### src/rtl/disp_src_ctrl.sv
// rtl/disp_src_ctrl.sv - display source switch-over sequencer for SDRAM RD1 and VGA reset
// Debounces the source switches, waits for vsync, then reloads RD1 and pulses the display reset.
module disp_src_ctrl #(
  parameter int unsigned DEB_CYCLES  = 500000,
  parameter int unsigned HOLD_CYCLES = 16,
  parameter int unsigned VS_TIMEOUT  = 2000000,
  parameter logic [22:0] CAM_BASE    = 23'h000000,
  parameter logic [22:0] IMG_BASE    = 23'h100000,
  parameter logic [22:0] IMG_STRIDE  = 23'h04B000,
  parameter int unsigned FRAME_WORDS = 307200
) (
  input  logic        iCLK,
  input  logic        iRST_N,
  input  logic        iSW_CAM,
  input  logic [1:0]  iSW_IMG,
  input  logic        iVGA_VS,
  output logic [22:0] oRD_ADDR,
  output logic [22:0] oRD_MAX_ADDR,
  output logic        oRD_LOAD,
  output logic        oDISP_RST_N,
  output logic        oCAM_MODE,
  output logic [1:0]  oIMG_IDX,
  output logic        oBUSY
);

  localparam int DEB_W  = $clog2(DEB_CYCLES + 1);
  localparam int HOLD_W = $clog2(HOLD_CYCLES + 1);
  localparam int VS_W   = $clog2(VS_TIMEOUT + 1);

  localparam logic [DEB_W-1:0]  DEB_LAST  = DEB_W'(DEB_CYCLES - 1);
  localparam logic [HOLD_W-1:0] HOLD_LAST = HOLD_W'(HOLD_CYCLES - 1);
  localparam logic [VS_W-1:0]   VS_LAST   = VS_W'(VS_TIMEOUT - 1);
  localparam logic [22:0]       FRAME_W   = 23'(FRAME_WORDS);

  typedef enum logic [1:0] {
    ST_INIT,
    ST_IDLE,
    ST_WAIT_VS,
    ST_LOAD
  } state_t;

  state_t state, state_nx;

  logic       cam_s1, cam_s2;
  logic [1:0] img_s1, img_s2;
  logic       vs_s1, vs_s2, vs_d;

  logic [1:0]       cand_idx;
  logic [2:0]       cand, cand_q, stable;
  logic [DEB_W-1:0] deb_cnt;
  logic             chg_evt;

  logic              pending, pending_nx;
  logic [HOLD_W-1:0] hold_cnt;
  logic [VS_W-1:0]   vs_cnt;
  logic              vs_fall, go_load, hold_done, in_load;

  logic [2:0]  sel;
  logic [22:0] base_calc, max_calc;
  logic [22:0] rd_addr, rd_max_addr;
  logic        cam_mode;
  logic [1:0]  img_idx;

  // vsync idles high, so its synchronizer resets high to avoid a false edge
  always_ff @(posedge iCLK or negedge iRST_N) begin
    if (!iRST_N) begin
      cam_s1 <= 1'b0;
      cam_s2 <= 1'b0;
      img_s1 <= 2'b00;
      img_s2 <= 2'b00;
      vs_s1  <= 1'b1;
      vs_s2  <= 1'b1;
      vs_d   <= 1'b1;
    end else begin
      cam_s1 <= iSW_CAM;
      cam_s2 <= cam_s1;
      img_s1 <= iSW_IMG;
      img_s2 <= img_s1;
      vs_s1  <= iVGA_VS;
      vs_s2  <= vs_s1;
      vs_d   <= vs_s2;
    end
  end

  assign cand_idx = {1'b0, img_s2[1]} + {1'b0, img_s2[0]};
  assign cand     = {cam_s2, cand_idx};
  assign vs_fall  = vs_d & ~vs_s2;
  assign chg_evt  = (cand == cand_q) && (deb_cnt == DEB_LAST) && (cand != stable);

  always_ff @(posedge iCLK or negedge iRST_N) begin
    if (!iRST_N) begin
      cand_q  <= 3'b000;
      deb_cnt <= '0;
      stable  <= 3'b000;
    end else begin
      if (cand != cand_q) begin
        cand_q  <= cand;
        deb_cnt <= '0;
      end else if (deb_cnt != DEB_LAST) begin
        deb_cnt <= deb_cnt + 1'b1;
      end
      if (chg_evt) begin
        stable <= cand;
      end
    end
  end

  assign go_load   = (state == ST_WAIT_VS) && (vs_fall || (vs_cnt == VS_LAST));
  assign hold_done = (hold_cnt == HOLD_LAST);
  assign in_load   = (state == ST_INIT) || (state == ST_LOAD);

  always_comb begin
    state_nx   = state;
    pending_nx = pending;
    case (state)
      ST_INIT, ST_LOAD: begin
        pending_nx = pending | chg_evt;
        if (hold_done) begin
          state_nx = ST_IDLE;
        end
      end
      ST_IDLE: begin
        pending_nx = 1'b0;
        if (chg_evt || pending) begin
          state_nx = ST_WAIT_VS;
        end
      end
      ST_WAIT_VS: begin
        // an event landing on the switch-over cycle is taken directly, not deferred
        pending_nx = pending | (chg_evt & ~go_load);
        if (go_load) begin
          state_nx = ST_LOAD;
        end
      end
      default: begin
        state_nx   = ST_INIT;
        pending_nx = 1'b0;
      end
    endcase
  end

  always_ff @(posedge iCLK or negedge iRST_N) begin
    if (!iRST_N) begin
      state    <= ST_INIT;
      pending  <= 1'b0;
      hold_cnt <= '0;
      vs_cnt   <= '0;
    end else begin
      state   <= state_nx;
      pending <= pending_nx;
      if (in_load && !hold_done) begin
        hold_cnt <= hold_cnt + 1'b1;
      end else begin
        hold_cnt <= '0;
      end
      if (state != ST_WAIT_VS) begin
        vs_cnt <= '0;
      end else if (!go_load) begin
        vs_cnt <= vs_cnt + 1'b1;
      end
    end
  end

  assign sel       = chg_evt ? cand : stable;
  assign base_calc = sel[2] ? CAM_BASE : (IMG_BASE + IMG_STRIDE * {21'd0, sel[1:0]});
  assign max_calc  = base_calc + FRAME_W;

  always_ff @(posedge iCLK or negedge iRST_N) begin
    if (!iRST_N) begin
      rd_addr     <= IMG_BASE;
      rd_max_addr <= IMG_BASE + FRAME_W;
      cam_mode    <= 1'b0;
      img_idx     <= 2'b00;
    end else if (go_load) begin
      rd_addr     <= base_calc;
      rd_max_addr <= max_calc;
      cam_mode    <= sel[2];
      img_idx     <= sel[1:0];
    end
  end

  assign oRD_ADDR     = rd_addr;
  assign oRD_MAX_ADDR = rd_max_addr;
  assign oCAM_MODE    = cam_mode;
  assign oIMG_IDX     = img_idx;
  assign oRD_LOAD     = in_load;
  assign oDISP_RST_N  = ~in_load;
  assign oBUSY        = (state != ST_IDLE);

endmodule
### config.mk
export PLATFORM = sky130hd
export DESIGN_NAME = disp_src_ctrl
export DESIGN_NICKNAME = d
export VERILOG_FILES = /design/src/rtl/disp_src_ctrl.sv
export SDC_FILE = /design/constraint.sdc
export NUM_CORES = 1
export LEC_CHECK = 0
export BUFFER_PORTS_ARGS = -buffer_cell sky130_fd_sc_hd__buf_4
export CAP_MARGIN = 25
export CORE_MARGIN = 2
export CORE_UTILIZATION = 55
export CTS_CLUSTER_DIAMETER = 50
export CTS_CLUSTER_SIZE = 40
export DETAILED_ROUTE_END_ITERATION = 10
export PLACE_DENSITY = 0.8
export RECOVER_POWER = 25
export SETUP_SLACK_MARGIN = 0.05
export SYNTH_ARGS = -nofsm -noshare
export SYNTH_HDL_FRONTEND = slang
export SYNTH_SLANG_ARGS = --single-unit
### constraint.sdc
create_clock -name iCLK -period 9.7 [get_ports iCLK]
set_input_delay 0.97 -clock iCLK [delete_from_list [all_inputs] [get_ports iCLK]]
set_output_delay 0.97 -clock iCLK [all_outputs]
set_load 0.01 [all_outputs]
==> flow_summary.yaml <==
finish:
  drive_above_1_share_pct: 12.9
  fin_area_um2: 4580
  final_cells: 542
  syn_to_final_growth_pct: 9.18
  fin_util_pct: 62.5
  nNetsFinal: 455
  antenna_cells: 0
  fill_cells: 615
power:
  max-vdd-ir-drop_v: 0.0000852
  p_clk_share_pct: 41.8
  p_comb_share_pct: 3.7
  p_int_w: 0.000507
  pwr_density_cell_nw_per_um2: 141
  leakage_nw: 2.10
  sw_frac_of_total_pct: 21.5
  p_sw_w: 0.000139
  seqPwrFrac_pct: 54.5
flow_run:
  cap_violations: 1
placement:
  port_buffers: 30
  post-dp-hpwl_um: 4960
  gp_congestion: 0.919
  place_inst: 525
  dpl_cell_area_um2: 4360
sta:
  rsz0062_at_grt: "no"
  fin_crit_ns: 4.52
  finalSetupViolCount: 0
  slew_violations: 57
  slew_headroom_pct: -90.0
  worst_pin_slew_ns: 2.85
  min_period_over_period_pct: 46.6
  tns_ns: 0
  fmax_mhz: 221
  hold_viol: 0
  clock_skew_ns: 0.0170
floorplan:
  die_w_um: 91.4
  design.core.area_um2: 7330
  rows: 31
  die_area_um2: 8350
  ios: 58
  initial_core_util_pct: 57.3
  die_h_um: 91.4
route:
  wl_per_cell_um: 13.2
  wl_um: 7130
  top_layer_used: "met4"
  drc: 0
  vias: 2815
  drt-met1-wl_um: 3270
  dr_wl_met2_um: 3440
  wl_met3_um: 305
  ant_nets: 0
  routed_via_density: 5.19
  first_pass_iters: 5
  drtIter0Drc: 141
worst_setup_path:
  end_kind: "register"
  cp_cell_sequence: "ha_1, xnor2_1, nand3_1, nor3_2, mux2i_1, inv_1, ha_1, nand2_1, ha_1, nor2b_1, nor2_1, o21ai_0, o2111ai_1, nand2_1"
  startpoint_type: "register"
  worstSetupPathType: "register to register"
  crit_path_max_fanout: 22
  slowest_stage: "nor3_2"
  cp_common_cell: "ha_1"
  cp.arrival_ns: 4.80
  critPathMaxStageDelay_ns: 0.86
  cp.required_ns: 9.99
grt:
  grt_pass1_wl_um: 12500
  track_usage_pct: 18.4
  gr-total-overflow: 0
  antenna_found_initial: 0
  grt_max_degree: 84
  grt_pass1_vias: 2718
yosys:
  seq_area_frac_synth_pct: 49.7
  yosys_warnings: 0
  yosysMostFrequentCell: "dfrtp_1"
  ys_types: 50
  synth_common_cells: "dfrtp_1, nand2_1, nor2_1"
  ys_ff_latch: 83
  syn_area_um2: 4200
  synth_area_leader_cell: "dfrtp_1"
  synth.area.top_cells: "dfrtp_1, dfstp_2, xnor2_1"
  ys.flop_type: "dfrtp_1"
  syn_inst: 414
  syn_area_per_cell_um2: 10.1
  netlist.area_leader.share_pct: 44.1
  synth_edf_count: 0
  async_flop_share_pct: 100
clocking:
  cts_tree: "built"
  path_clk_slew_ns: 0.09
  cts_resized: 0
  cts_max_level: 3
  post_cts_buffers: 0
  cts_buffers: 9
  clkSinkCount: 83
  clockRootBuffer: "clkbuf_8"
  cts_hold_buf: 0
  cts_buffer_depth: 2
  worstSkewPairLatency_ns: 0.35
worst_hold_path:
  hold_class: "register to register"
run_status:
  violations: "max-capacitance violations, max-slew violations"
  status: "finished, violations left"
==> state kept, by name, summed over array words and instances, names as in the netlist <==
register	flops
state	2
cand_q	3
vs_s1	1
vs_s2	1
pending	1
vs_d	1
oCAM_MODE	1
oRD_MAX_ADDR	10
hold_cnt	5
vs_cnt	21
stable	3
img_s1	2
oIMG_IDX	2
cam_s2	1
oRD_ADDR	7
deb_cnt	19
img_s2	2
cam_s1	1
==> through the flow <==
stage	power (W)	worst slack (ns)	hold slack, ns
4_1_cts	0.000654	5.17	0.362
6_report	0.000646	5.18	0.358
3_3_place_gp	0.000383	5.39	0.337
5_1_grt	0.000672	4.59	0.362
3_5_place_dp	0.000383	5.18	0.343
2_1_floorplan	0.000382	6.15	0.331
==> cells in the final DEF (no fill, tap or decap), types with 7 or more instances in the layout <==
cell and instances:
conb_1 27, xnor2_1 26, and2_1 20, nor2_1 31, nor2b_1 11, nand2_1 48, o21ai_0 11, mux2i_1 7
nand4_1 8, and3_1 13, inv_1 11, dfstp_2 8, xor2_1 20, clkbuf_8 10, ha_1 11, nand3_1 13
buf_4 25, dfrtp_1 74
==> cell type report <==
class	instances	area [um2]	area share, %
Timing Repair Buffer	31	225	4.91
Inverter	11	41.3	0.901
Clock buffer	12	145	3.17
Sequential cell	83	2090	45.6
Multi-Input combinational cell	302	1890	41.1
Tap cell	99	124	2.70
Clock inverter	4	73.8	1.61
==> power by group through the flow <==
stage | Combinational [W] | Sequential, W | Clock, W
floorplan | 0.0000237 | 0.000358 | 0
global placement | 0.0000241 | 0.000359 | 0
detailed placement | 0.0000245 | 0.000359 | 0
CTS | 0.0000245 | 0.000352 | 0.000277
global route | 0.0000278 | 0.000353 | 0.000291
finish | 0.0000239 | 0.000352 | 0.000270
==> cells by family (layout without fill, tap and decap cells) <==
group | count (synthesis) | in the layout | share of synthesized area [%]
compound gates | 38 | 38 | 5.72
xor+xnor | 46 | 46 | 9.60
fa+ha+maj | 11 | 11 | 3.28
buf+inv | 55 | 58 | 7.66
flops | 83 | 83 | 49.7
mux | 9 | 9 | 2.21
other cells | 1 | 27 | 0.0893
simple gates | 171 | 171 | 21.7
==> per-layer routing <==
metal | global-route usage [%] | vias up
met1 | 24.1 | 1360
met2 | 30.2 | 66
met3 | 4.32 | 13
met4 | 6.19 | 0
met5 | 0 | -
li1 | - | 1376
==> worst paths after layout <==
check                                          from                           end  slack, ns  cells past startpoint
min in group asynchronous                    iRST_N  oRD_MAX_ADDR[19]$_DFFE_PN0P_       0.94                      1
worst max-delay path            img_s2[0]$_DFF_PN0_  oRD_MAX_ADDR[20]$_DFFE_PN1P_       5.18                     14
worst min-delay path               cam_s1$_DFF_PN0_              cam_s2$_DFF_PN0_       0.36                      0
max in group asynchronous                    iRST_N      oRD_ADDR[16]$_DFFE_PN0P_       5.42                      2
worst max register to register  img_s2[0]$_DFF_PN0_  oRD_MAX_ADDR[20]$_DFFE_PN1P_       5.18                     14
worst min register to register     cam_s1$_DFF_PN0_              cam_s2$_DFF_PN0_       0.36                      0
==> worst max-delay path, delay by kind of cell (launching register included) <==
family,cells,cell delay (ns)
simple gates,6,1.99
fa+ha+maj,3,1.01
mux,1,0.45
flops,1,0.37
compound gates,2,0.30
xor+xnor,1,0.19
buf+inv,1,0.14
Power figures use the tool's default switching activity.
